**src/rtl/wfg_stim_burst_seq_if.sv**
```systemverilog
// ----------------------------------------------------------------------------
// wfg_stim_burst_seq_if
//   Stream bundle for the burst sequencer. It carries both the stimulus-side
//   AXI-Stream sink (s_*) and the driver-side AXI-Stream source (m_*).
//   Signal suffixes are written from the sequencer's point of view.
//
//   Modports
//     slave  : the sequencer itself (accepts s_*, produces m_*)
//     master : the environment around it (produces s_*, accepts m_*)
//
//   Signals
//     s_tvalid_i  stimulus valid          s_tready_o  stimulus ready
//     s_tdata_i   stimulus sample         m_tvalid_o  driver valid
//     m_tready_i  driver ready            m_tdata_o   driver sample
// ----------------------------------------------------------------------------
interface wfg_stim_burst_seq_if #(
  parameter int DATAW = 18
) ();

  logic             s_tvalid_i;
  logic             s_tready_o;
  logic [DATAW-1:0] s_tdata_i;
  logic             m_tvalid_o;
  logic             m_tready_i;
  logic [DATAW-1:0] m_tdata_o;

  modport slave (
    input  s_tvalid_i, s_tdata_i, m_tready_i,
    output s_tready_o, m_tvalid_o, m_tdata_o
  );

  modport master (
    output s_tvalid_i, s_tdata_i, m_tready_i,
    input  s_tready_o, m_tvalid_o, m_tdata_o
  );

endinterface

```
**src/rtl/wfg_stim_burst_seq.sv**
```systemverilog
// ----------------------------------------------------------------------------
// wfg_stim_burst_seq
//   Burst sequencer between a stimulus generator and the SPI driver stream
//   sink. Passes bursts of burst_len_i samples separated by gap_len_i idle
//   cycles, repeat_i times (0 = forever), then parks in DONE until the enable
//   is cleared. One registered output stage.
//
//   Optional feature macro: WFG_BURST_IRQ_EN adds done_irq_o, a one-cycle
//   pulse on the RUN->DONE transition.
//
//   Ports
//     wb_clk_i     clock
//     wb_rst_i     synchronous reset, active high
//     ctrl_en_i    sequencer enable (level)
//     burst_len_i  samples per burst, 0 = never start
//     gap_len_i    idle cycles between bursts, 0 = back-to-back
//     repeat_i     number of bursts, 0 = infinite
//     bus          stream bundle (slave modport): s_* in, m_* out
//     busy_o       high in RUN or GAP
//     burst_cnt_o  completed bursts (wraps in infinite mode)
//     done_irq_o   done pulse (only with WFG_BURST_IRQ_EN)
// ----------------------------------------------------------------------------
module wfg_stim_burst_seq #(
  parameter int DATAW = 18,
  parameter int CNTW  = 16
) (
  input  logic                     wb_clk_i,
  input  logic                     wb_rst_i,
  input  logic                     ctrl_en_i,
  input  logic [CNTW-1:0]          burst_len_i,
  input  logic [CNTW-1:0]          gap_len_i,
  input  logic [7:0]               repeat_i,
  wfg_stim_burst_seq_if.slave      bus,
  output logic                     busy_o,
  output logic [7:0]               burst_cnt_o
`ifdef WFG_BURST_IRQ_EN
  ,
  output logic                     done_irq_o
`endif
);

  typedef enum logic [1:0] {
    ST_IDLE,
    ST_RUN,
    ST_GAP,
    ST_DONE
  } state_e;

  localparam logic [CNTW-1:0] CNT_ONE = 1;

  state_e           state_q,     state_d;
  logic [CNTW-1:0]  len_q,       len_d;
  logic [CNTW-1:0]  gap_q,       gap_d;
  logic [7:0]       rep_q,       rep_d;
  logic [CNTW-1:0]  in_cnt_q,    in_cnt_d;
  logic [CNTW-1:0]  gap_cnt_q,   gap_cnt_d;
  logic [7:0]       burst_cnt_q, burst_cnt_d;
  logic             m_tvalid_q,  m_tvalid_d;
  logic [DATAW-1:0] m_tdata_q,   m_tdata_d;
`ifdef WFG_BURST_IRQ_EN
  logic             irq_q,       irq_d;
`endif

  // The output stage can take a new beat when it is empty or is being
  // drained by the sink in this very cycle.
  logic stage_free;
  logic s_tready;
  logic accept;
  logic last_burst;

  assign stage_free = !m_tvalid_q || bus.m_tready_i;
  assign s_tready   = (state_q == ST_RUN) && ctrl_en_i &&
                      (in_cnt_q < len_q) && stage_free;
  assign accept     = s_tready && bus.s_tvalid_i;
  // Compared in 8 bits, matching the width of the burst counter.
  assign last_burst = (rep_q != 8'd0) && ((burst_cnt_q + 8'd1) == rep_q);

  always_comb begin
    // NOTE: every next-state variable is given its hold value first so that
    // no branch can leave one unassigned and infer a latch.
    state_d     = state_q;
    len_d       = len_q;
    gap_d       = gap_q;
    rep_d       = rep_q;
    in_cnt_d    = in_cnt_q;
    gap_cnt_d   = gap_cnt_q;
    burst_cnt_d = burst_cnt_q;
    m_tvalid_d  = m_tvalid_q;
    m_tdata_d   = m_tdata_q;
`ifdef WFG_BURST_IRQ_EN
    irq_d       = 1'b0;
`endif

    // Output stage: a load wins over a drain, so valid is never withdrawn
    // and data only changes on a load.
    if (accept) begin
      m_tvalid_d = 1'b1;
      m_tdata_d  = bus.s_tdata_i;
    end else if (bus.m_tready_i) begin
      m_tvalid_d = 1'b0;
    end

    unique case (state_q)
      ST_IDLE: begin
        if (ctrl_en_i && (burst_len_i != '0)) begin
          state_d     = ST_RUN;
          len_d       = burst_len_i;
          gap_d       = gap_len_i;
          rep_d       = repeat_i;
          in_cnt_d    = '0;
          gap_cnt_d   = '0;
          burst_cnt_d = '0;
        end
      end

      ST_RUN: begin
        if (accept) begin
          in_cnt_d = in_cnt_q + CNT_ONE;
        end
        if (!ctrl_en_i) begin
          // Abort: the pending beat drains first, the burst is not counted.
          if (stage_free) begin
            state_d  = ST_IDLE;
            in_cnt_d = '0;
          end
        end else if ((in_cnt_q == len_q) && stage_free) begin
          burst_cnt_d = burst_cnt_q + 8'd1;
          in_cnt_d    = '0;
          if (last_burst) begin
            state_d = ST_DONE;
`ifdef WFG_BURST_IRQ_EN
            irq_d   = 1'b1;
`endif
          end else if (gap_q != '0) begin
            state_d   = ST_GAP;
            gap_cnt_d = '0;
          end
        end
      end

      ST_GAP: begin
        if (!ctrl_en_i) begin
          state_d = ST_IDLE;
        end else if (gap_cnt_q == (gap_q - CNT_ONE)) begin
          state_d   = ST_RUN;
          gap_cnt_d = '0;
        end else begin
          gap_cnt_d = gap_cnt_q + CNT_ONE;
        end
      end

      ST_DONE: begin
        m_tvalid_d = 1'b0;
        if (!ctrl_en_i) begin
          state_d = ST_IDLE;
        end
      end

      default: state_d = ST_IDLE;
    endcase
  end

  // NOTE: registers update with non-blocking assignments so every flop
  // samples the pre-edge values computed above.
  always_ff @(posedge wb_clk_i) begin
    if (wb_rst_i) begin
      state_q     <= ST_IDLE;
      len_q       <= '0;
      gap_q       <= '0;
      rep_q       <= '0;
      in_cnt_q    <= '0;
      gap_cnt_q   <= '0;
      burst_cnt_q <= '0;
      m_tvalid_q  <= 1'b0;
      m_tdata_q   <= '0;
`ifdef WFG_BURST_IRQ_EN
      irq_q       <= 1'b0;
`endif
    end else begin
      state_q     <= state_d;
      len_q       <= len_d;
      gap_q       <= gap_d;
      rep_q       <= rep_d;
      in_cnt_q    <= in_cnt_d;
      gap_cnt_q   <= gap_cnt_d;
      burst_cnt_q <= burst_cnt_d;
      m_tvalid_q  <= m_tvalid_d;
      m_tdata_q   <= m_tdata_d;
`ifdef WFG_BURST_IRQ_EN
      irq_q       <= irq_d;
`endif
    end
  end

  assign bus.s_tready_o = s_tready;
  assign bus.m_tvalid_o = m_tvalid_q;
  assign bus.m_tdata_o  = m_tdata_q;
  assign busy_o         = (state_q == ST_RUN) || (state_q == ST_GAP);
  assign burst_cnt_o    = burst_cnt_q;
`ifdef WFG_BURST_IRQ_EN
  assign done_irq_o     = irq_q;
`endif

endmodule

```
**src/flat_wrapper.sv**
```systemverilog
// flat-port wrapper written by rule: the top's interface ports become plain ports
module wfg_stim_burst_seq_flat 
#(
  parameter int DATAW = 18,
  parameter int CNTW  = 16
)
  (wb_clk_i, wb_rst_i, ctrl_en_i, burst_len_i, gap_len_i, repeat_i, busy_o, burst_cnt_o, bus_s_tvalid_i, bus_s_tdata_i, bus_m_tready_i, bus_s_tready_o, bus_m_tvalid_o, bus_m_tdata_o);
  wfg_stim_burst_seq_if #(.DATAW(DATAW)) bus_i ();
  input  logic wb_clk_i;
  input  logic wb_rst_i;
  input  logic ctrl_en_i;
  input  logic [CNTW-1:0] burst_len_i;
  input  logic [CNTW-1:0] gap_len_i;
  input  logic [7:0] repeat_i;
  output logic busy_o;
  output logic [7:0] burst_cnt_o;
  input wire logic [$bits(bus_i.s_tvalid_i)-1:0] bus_s_tvalid_i;
  input wire logic [$bits(bus_i.s_tdata_i)-1:0] bus_s_tdata_i;
  input wire logic [$bits(bus_i.m_tready_i)-1:0] bus_m_tready_i;
  output wire logic [$bits(bus_i.s_tready_o)-1:0] bus_s_tready_o;
  output wire logic [$bits(bus_i.m_tvalid_o)-1:0] bus_m_tvalid_o;
  output wire logic [$bits(bus_i.m_tdata_o)-1:0] bus_m_tdata_o;
  assign bus_i.s_tvalid_i = bus_s_tvalid_i;
  assign bus_i.s_tdata_i = bus_s_tdata_i;
  assign bus_i.m_tready_i = bus_m_tready_i;
  assign bus_s_tready_o = bus_i.s_tready_o;
  assign bus_m_tvalid_o = bus_i.m_tvalid_o;
  assign bus_m_tdata_o = bus_i.m_tdata_o;
  wfg_stim_burst_seq #(.DATAW(DATAW), .CNTW(CNTW)) u_core (.wb_clk_i(wb_clk_i), .wb_rst_i(wb_rst_i), .ctrl_en_i(ctrl_en_i), .burst_len_i(burst_len_i), .gap_len_i(gap_len_i), .repeat_i(repeat_i), .bus(bus_i), .busy_o(busy_o), .burst_cnt_o(burst_cnt_o));
endmodule
```
**config.mk**
```make
export PLATFORM = sky130hd
export DESIGN_NAME = wfg_stim_burst_seq_flat
export DESIGN_NICKNAME = d
export VERILOG_FILES = /design/src/rtl/wfg_stim_burst_seq_if.sv /design/src/rtl/wfg_stim_burst_seq.sv /design/src/flat_wrapper.sv
export SDC_FILE = /design/constraint.sdc
export NUM_CORES = 1
export LEC_CHECK = 0
export ABC_AREA = 1
export BUFFER_PORTS_ARGS = -buffer_cell sky130_fd_sc_hd__clkbuf_2
export CAP_MARGIN = 5
export CORE_MARGIN = 1
export CORE_UTILIZATION = 52
export CTS_CLUSTER_DIAMETER = 50
export DETAILED_ROUTE_END_ITERATION = 8
export PLACE_DENSITY_LB_ADDON = 0.3
export REMOVE_ABC_BUFFERS = 1
export SLEW_MARGIN = 20
export SYNTH_ARGS = -nofsm -noshare
export SYNTH_HDL_FRONTEND = slang
export SYNTH_SLANG_ARGS = --single-unit
```
**constraint.sdc**
```tcl
create_clock -name wb_clk_i -period 1.75 [get_ports wb_clk_i]
set_input_delay 0.2625 -clock wb_clk_i [delete_from_list [all_inputs] [get_ports wb_clk_i]]
set_output_delay 0.2625 -clock wb_clk_i [all_outputs]
set_load 0.005 [all_outputs]
```
# Word-level counts from Yosys, hierarchy flattened
# Cells that the tools add are included.
# Widths: inputs -> output; s select.
[word_totals]
inputBits = 63
elab_cells = 83
out_inout_bits = 29
ff_bits = 101
[op_classes]
n_lt_le_gt_ge = 1
addsub = 4
n_reduce_logical = 23
n_eq_ne = 17
mux = 29
[ops]
columns = ["op", "n"]
rows = [
  ["$mux 16", 11],
  ["$pmux 16 s3", 1],
  ["$add 16x1->16 const B", 2],
  ["$eq 16x16->1", 2],
  ["$pmux 16 s2", 1],
  ["$reduce_bool 16->1", 2],
  ["$mux 8", 3],
  ["$mux 2", 9],
  ["$lt 16x16->1", 1],
  ["$pmux 8 s2", 1],
  ["$sub 16x1->16 const B", 1],
  ["$ne 2x2->1 const B", 6],
  ["$add 8x1->8 const B", 1],
  ["$eq 8x8->1", 1],
  ["$pmux 2 s4", 1],
  ["$reduce_bool 8->1", 1],
  ["$logic_and 1x1->1", 7],
  ["$reduce_and 7->1", 1],
  ["$ne 3x2->1 const B", 2],
  ["$reduce_and 6->1", 1],
  ["$eq 2x2->1 const B", 2],
  ["$ne 4x3->1 const B", 1],
  ["$reduce_and 2->1", 2],
  ["$reduce_and 4->1", 1],
  ["10 further kinds", 13],
]

# Longest topological paths before layout
# Gate-level depths: netlist of the first run.
[depth]
depth_word = 9
depth_mapped = 17
depth_no_buf = 16

# Worst setup path before layout of the first run
# No wires, ideal clock.
[synth_path]
path_kind = "flip-flop to flip-flop"
start = "reg u_core.len_q[15]"
end = "reg u_core.in_cnt_q[10]"
path_buffers = 1
setup_ns = 0.070
required_ns = 1.680
synth_period_minus_slack_ns = 1.894
setup_slack_ns = -0.144
path_stages_with_launch = 15
t_arrival_ns = 1.824
cell_sequence = "dfxtp_1 -> inv_1 -> ha_1 -> nand2_1 -> inv_1 -> nand3_1 -> nor2_1 -> nand3_1 -> nand2_1 -> inv_1 -> nand3_1 -> inv_1 -> clkbuf_1 -> o211ai_1 -> a21oi_1"
[synth_between]
elab_chain_cells = 8
elab_cells_between_ends = 11
cone_classes = "1 x order compare; 1 x eq/ne; 5 x mux; 4 x reduce/logical"
[synth_lines]
columns = ["element", "line", "text"]
rows = [
  ["start, declared", "wfg_stim_burst_seq.sv:52", "logic [CNTW-1:0] len_q, len_d;"],
  ["start signal, assigned", "wfg_stim_burst_seq.sv:181", "len_q <= len_d;"],
  ["$lt 16x16->1", "wfg_stim_burst_seq.sv:73", "(in_cnt_q < len_q) && stage_free;"],
  ["$logic_and 1x1->1", "wfg_stim_burst_seq.sv:72", "assign s_tready = (state_q == ST_RUN) && ctrl_en_i &&"],
  ["$logic_and 1x1->1", "wfg_stim_burst_seq.sv:73", ""],
  ["$logic_and 1x1->1", "wfg_stim_burst_seq.sv:74", "assign accept = s_tready && bus.s_tvalid_i;"],
  ["$mux 16", "wfg_stim_burst_seq.sv:117", "if (accept) begin"],
  ["$mux 16, on equally long branches", "wfg_stim_burst_seq.sv:122, wfg_stim_burst_seq.sv:126", ""],
  ["$mux 16 (*)", "wfg_stim_burst_seq.sv:120", "if (!ctrl_en_i) begin"],
  ["$pmux 16 s2 (*)", "wfg_stim_burst_seq.sv:103", "unique case (state_q)"],
  ["end signal, assigned", "wfg_stim_burst_seq.sv:184", "in_cnt_q <= in_cnt_d;"],
  ["end, declared", "wfg_stim_burst_seq.sv:55", "logic [CNTW-1:0] in_cnt_q, in_cnt_d;"],
]
# Every way passes the cells marked *; elsewhere a longest branch is shown, timed or not.
# A chain may end at the register's enable or synchronous reset.

# Worst setup path in the final report of the first run
[layout_path]
start = "reg u_core.in_cnt_q[11]"
end = "out bus_s_tready_o"
[layout_between]
elab_chain_cells = 3
[layout_lines]
columns = ["element", "line", "text"]
rows = [
  ["$lt 16x16->1", "wfg_stim_burst_seq.sv:73", ""],
  ["$logic_and 1x1->1", "wfg_stim_burst_seq.sv:72", ""],
  ["$logic_and 1x1->1", "wfg_stim_burst_seq.sv:73", ""],
  ["end, declared", "flat_wrapper.sv:20", "output wire logic [$bits(bus_i.s_tready_o)-1:0] bus_s_tready_o;"],
]
# Every way passes these cells.

==> metrics, run 1 <==
outcome=finished, violations left; failing checks=setup timing; data arrival time of the worst path=1.93 ns; Die Wd=110 um; commonest non-fill, non-tap cell in the layout=nand2_1; Async SR Flop Fraction=0; CTS tree=done; fillers=759; core area=11,400 um^2; Vias=7,276; first-pass GRT wire length=28,100 um; Finish-stage setup viols=62; largest net degree at the start of global routing=49; Pleak=0.00410 uW; 1st-iter DRT viols=539; total I/O pin count=92; starting density of the core=0.534; GRT overflow=0; row count=39; P&R area growth vs syn=45.5%; final worst-path cycle share=1.26; final worst setup slack=-0.447 ns; aggregate global-route resource usage=0.295; most frequent cells in the layout=207 x nand2_1, 123 x buf_4, 105 x inv_1, 91 x clkbuf_2; #FFs+latches synth=101; number of synthesized flops with an enable pin=0; fmax=455 MHz; RSZ-0062 raised after global routing=yes; Peak VDD IR=1.32 mV; CP Capture Type=primary output; top cells by area, synth=dfxtp_1 33%, nand2_1 15%, inv_1 7.3%; max_slew headroom=0.676; Syn Inst Count=941; root buf cell=clkbuf_16; worst path cell trace=ha_4 > a21oi_2 > a21oi_4 > nor2_2 > buf_6 > and2_4 > clkbuf_2; final hold vios=0; DIE AREA=12,200 um^2; total negative slack=-17.08 ns; initial antenna violation count=0; CTS H-tree depth=3; final core occ=0.777; Worst Path Required=1.49 ns; Sink Count=101; Setup Skew=0.0147 ns; actual slew at the worst max-slew pin=0.486 ns; vias per cell=5.57; Clk pwr share=0.174; Gate power share=0.547; CP max stage cell=dfxtp_1; Total Wirelength=20,800 um; Final ANT Viol Nets=0; wire per inst=15.9 um; Nets=1,245; yosys warns=0; reg-to-reg setup timing slack=-0.43 ns; Netlist cell types=39; final instance area=8870 um^2; clk slew on worst S/H paths=0.08 ns; post-synth top area share=0.332; GPL Wtd Cong=0.903; min-delay worst type=in2reg; CP Max Fanout=3; CTS hold repair buffers=0; switch share=0.433; Yosys top cell by area=dfxtp_1; diode count=0; drt drc=0; final period demand of the worst path=2.20 ns; area of the mapped netlist=6100 um^2; critical path type=reg2out; maximum capacitance violations=0; Clock Latency Late Sink=0.37 ns; Syn Area/Cell=6.48 um^2; critical path's largest stage delay=0.49 ns; internal power=6610 uW; Sw Pwr=5060 uW; HPWL after DPL=11,500 um; CTS Buffer Depth=2; Seq pwr share=0.279; CTS buffer count=9; Most used DFF post-synth=dfxtp_1; drt first pass iters=8; vias in the first global route=6,187; Seq/Total Area, Yosys=0.332; post-placement cell area=7580 um^2; fin. max-slew vios=0; startpoint types=flop; height of the die=110 um; I/O Buffers=91; share of cells above drive strength 1=0.359; pwr dens=1320 nW/um^2
layout make-up:
| cell class | instances | area, um^2 | area share |
|---|---|---|---|
| Timing Repair inverter | 2 | 13.8 | 0.00155 |
| Inverter | 121 | 472 | 0.0532 |
| Clock buffer | 9 | 225 | 0.0254 |
| Multi-Input combinational cell | 688 | 4170 | 0.471 |
| Sequential cell | 101 | 2040 | 0.230 |
| Timing Repair Buffer | 235 | 1700 | 0.192 |
| Clock inverter | 7 | 62.6 | 0.00705 |
| Tap cell | 143 | 179 | 0.0202 |
cell usage after synthesis (2+ instances only):
| library cell | count |
|---|---|
| nor2_2 | 7 |
| inv_1 | 118 |
| inv_2 | 3 |
| xor2_1 | 20 |
| nand3_1 | 68 |
| nor4_1 | 7 |
| xnor2_1 | 11 |
| nor2_4 | 2 |
| o21ai_0 | 50 |
| ha_1 | 24 |
| o211ai_1 | 3 |
| nor3b_1 | 3 |
| nand2_1 | 244 |
| nor3_1 | 14 |
| clkbuf_1 | 22 |
| nand3_2 | 3 |
| dfxtp_1 | 101 |
| a21oi_1 | 86 |
| a22oi_1 | 3 |
| buf_2 | 6 |
| nand4_1 | 15 |
| nand2_2 | 5 |
| nand3b_1 | 12 |
| buf_6 | 3 |
| nor2_1 | 97 |
logic make-up (layout without fill, tap and decap cells):
kind of cell / Yosys count / count (layout) / synth area share
buffers and inverters: 153 / 374 / 0.0991
adders and majority gates: 24 / 24 / 0.0493
DFF: 101 / 101 / 0.332
xor gates and xnor gates: 31 / 31 / 0.0445
AOI/OAI and AO/OA: 150 / 150 / 0.131
and+or+nand+nor: 482 / 483 / 0.345
critical path: cells and delay by family (launching register included):
kind | cells | cell delay (ns)
fa+ha+maj | 1 | 0.28
simple gates | 2 | 0.28
buf+inv | 2 | 0.26
compound gates | 2 | 0.27
flops | 1 | 0.49
sequential cells by signal, summed over array words and instances (netlist names):
| register | cells |
|---|---|
| u_core.bus.m_tdata_o | 18 |
| u_core.in_cnt_q | 16 |
| u_core.len_q | 16 |
| u_core.burst_cnt_o | 8 |
| u_core.bus.m_tvalid_o | 1 |
| u_core.gap_q | 16 |
| u_core.rep_q | 8 |
| u_core.gap_cnt_q | 16 |
| u_core.state_q | 2 |
path summary, 6_finish.rpt:
path                                                              to                             start  depth (start not counted)
worst max-delay path                                  bus_s_tready_o  u_core.in_cnt_q[11]$_SDFFE_PP0P_                          7
worst min-delay path            u_core.bus.m_tdata_o[7]$_SDFFE_PP0N_                  bus_s_tdata_i[7]                          3
worst max register to register       u_core.in_cnt_q[5]$_SDFFE_PP0P_  u_core.in_cnt_q[11]$_SDFFE_PP0P_                         12
worst min register to register          u_core.len_q[6]$_SDFFE_PP0P_      u_core.len_q[6]$_SDFFE_PP0P_                          2
per-stage QoR:
stage	power, uW	worst slack (ns)	cells	hold slack (ns)
floorplan	6450	-1.25	909	0.332
global placement	8360	-0.367	1266	0.443
detailed placement	8480	-0.408	1266	0.454
CTS	10900	-0.348	1302	0.110
global route	12500	-0.515	1306	0.132
finish	11700	-0.447	1306	0.129
power groups by stage:
stage / combinational [uW] / clock [uW] / sequential [uW]
global placement: 5120 / 0 / 3240
finish: 6380 / 2040 / 3250
CTS: 5690 / 2040 / 3210
global route: 7080 / 2140 / 3310
detailed placement: 5240 / 0 / 3240
floorplan: 3230 / 0 / 3230
per-layer routing:
metal,part of all wire,track usage
met3,0.084,0.0729
met5,0,0
met4,0.054,0.0940
met2,0.47,0.490
met1,0.39,0.375
repair_timing:
item | CTS | global route
gates cloned | 4 | 1
gates resized for setup | 53 | 154
pin swaps | 7 | 22
buffers inserted | 16 | 8
endpoints found under the setup margin | 62 | 63
No activity file was read; power rests on OpenSTA's default activity.
==> inputs of run 2 (changes only) <==
- BUFFER_PORTS_ARGS: -buffer_cell sky130_fd_sc_hd__clkbuf_2 -> unset
- CORE_MARGIN: 1 -> 2
- CORE_UTILIZATION: 52 -> 58
- DONT_BUFFER_PORTS: unset -> 1
==> metrics, run 2 (synthesis gave the netlist of run 1 again) <==
actual slew at the worst max-slew pin=0.644 ns; fmax=454 MHz; CP Max Fanout=6; Sink Count=101; wire per inst=17.4 um; Placed Instances=1,164; CTS tree=done; final instance area=8540 um^2; outcome=finished, violations left; HPWL after DPL=11,400 um; min-delay worst type=in2reg; vias per cell=5.84; startpoint types=flop; drt first pass iters=9; share of cells above drive strength 1=0.307; hold slack=0.0351 ns; diode count=0; max FFs per register=18; CP dominant cell by count=nand3_4; starting density of the core=0.593; fin. max-slew vios=0; 1st-iter DRT viols=702; CP max stage cell=dfxtp_1; final hold vios=0; worst path cell trace=ha_4 > nand4_1 > nor2_4 > nand3_4 > nand2_4 > nand3_4 > a21oi_4 > clkbuf_16 > nand2_1 > inv_1 > nor2_1; Total Wirelength=21,400 um; total I/O pin count=92; final worst-path cycle share=1.26; RSZ-0062 raised after global routing=yes; Finish-stage setup viols=62; largest net degree at the start of global routing=46; most frequent cells in the layout=213 x nand2_1, 130 x buf_4, 97 x inv_1, 87 x nor2_1, 82 x dfxtp_1; Bufs and invs on worst path=2; Clock Latency Late Sink=0.42 ns; crit-path leading delay family=simple AND/OR/NAND/NOR gates; Pleak=0.00367 uW; initial antenna violation count=0; vias in the first global route=6,256; critical path's largest stage delay=0.38 ns; GR Util met2=0.508; CTS H-tree depth=3; met1 Use GR=0.380; pwr dens=1380 nW/um^2; CTS buffer count=9; post-placement cell area=7070 um^2; aggregate global-route resource usage=0.306; root buf cell=clkbuf_8; critical path type=reg2reg; core area=10,300 um^2; first-pass GRT wire length=28,000 um; GPL Wtd Cong=0.942; Vias=7,195; final std cells w/o fill=1,232; Die Wd=107 um; GRT overflow=0; failing checks=DRC, setup timing; I/O Buffers=0; DIE AREA=11,300 um^2; row count=37; Tot Pwr=11,800 uW; data arrival time of the worst path=2.51 ns; Peak VDD IR=0.916 mV; gr busiest metal=met2; Nets=1,178; P&R area growth vs syn=40.0%; final period demand of the worst path=2.20 ns; clk slew on worst S/H paths=0.12 ns; CP Capture Type=flop; Worst Path Required=2.05 ns; drt drc=2; Final ANT Viol Nets=0; final core occ=0.831; met3 Resource Use GR=0.0889; commonest non-fill, non-tap cell in the layout=nand2_1; maximum capacitance violations=0; final worst setup slack=-0.452 ns; Setup Skew=0.0223 ns; height of the die=107 um; max_slew headroom=0.567; CTS Buffer Depth=2
==> run 2: cell types whose count changed in the layout (fill, tap and decap cells not counted), sizes merged <==
| cell | delta |
|---|---|
| buf | +7 |
| clkinv | -1 |
| dlygate4sd3 | +17 |
| bufinv | +1 |
| clkbuf | -89 |
| inv | -2 |
| nand2 | -1 |
| clkinvlp | +1 |
==> run 2: layout make-up <==
cell class / count / area [um^2]
Tap cell: 136 / 170
Timing Repair Buffer: 170 / 1500
Clock inverter: 7 / 87.6
Clock buffer: 9 / 124
Fill cell: 599 / 1740
Inverter: 121 / 465
Multi-Input combinational cell: 687 / 4130
Timing Repair inverter: 1 / 7.51
Sequential cell: 101 / 2050
==> run 2: per-layer routing <==
layer  routed length, um  share of wire  vias up
met3                2140           0.10      115
met2               10000           0.47      461
met5                   0              0        -
li1                    -              -     3332
met4                 922          0.043        0
met1                8370           0.39     3287
==> run 2: power breakdown <==
group          leakage (uW)  internal (uW)  switching [uW]
clock              0.000109            699             956
sequential         0.000835           2820             453
combinational       0.00273           3000            3860
==> run 2: timing repair <==
item	4_1_cts	5_1_grt
endpoints found under the hold margin	31	0
gates resized for setup	65	133
pin swaps	27	52
hold buffers	18	0
gates cloned	1	4
endpoints found under the setup margin	62	63
setup buffers	17	16
==> run 2: metrics by stage <==
stage                     worst slack [ns]  TNS (ns)
after floorplan                      -1.25    -71.87
after global placement              -0.432    -16.06
after detailed placement            -0.442    -18.79
after CTS                           -0.266    -10.05
after global routing                -0.640    -23.16
final                               -0.452    -19.93
==> run 2: final timing paths <==
path,startpoint,end,slack [ns],cells past startpoint
worst max-delay path,u_core.in_cnt_q[9]$_SDFFE_PP0P_,u_core.gap_cnt_q[5]$_SDFFE_PP0P_,-0.45,11
worst min-delay path,repeat_i[3],u_core.rep_q[3]$_SDFFE_PP0P_,0.04,2
worst max register to register,u_core.in_cnt_q[9]$_SDFFE_PP0P_,u_core.gap_cnt_q[5]$_SDFFE_PP0P_,-0.45,11
worst min register to register,u_core.len_q[4]$_SDFFE_PP0P_,u_core.len_q[4]$_SDFFE_PP0P_,0.47,2
==> run 2: worst reg2reg max path, cell delays in order, from the launching register on <==
cell	delay (ns)
dfxtp_1	0.38
ha_4	0.30
nand4_1	0.19
nor2_4	0.23
nand3_4	0.11
nand2_4	0.11
nand3_4	0.08
a21oi_4	0.29
clkbuf_16	0.23
nand2_1	0.06
inv_1	0.06
nor2_1	0.04
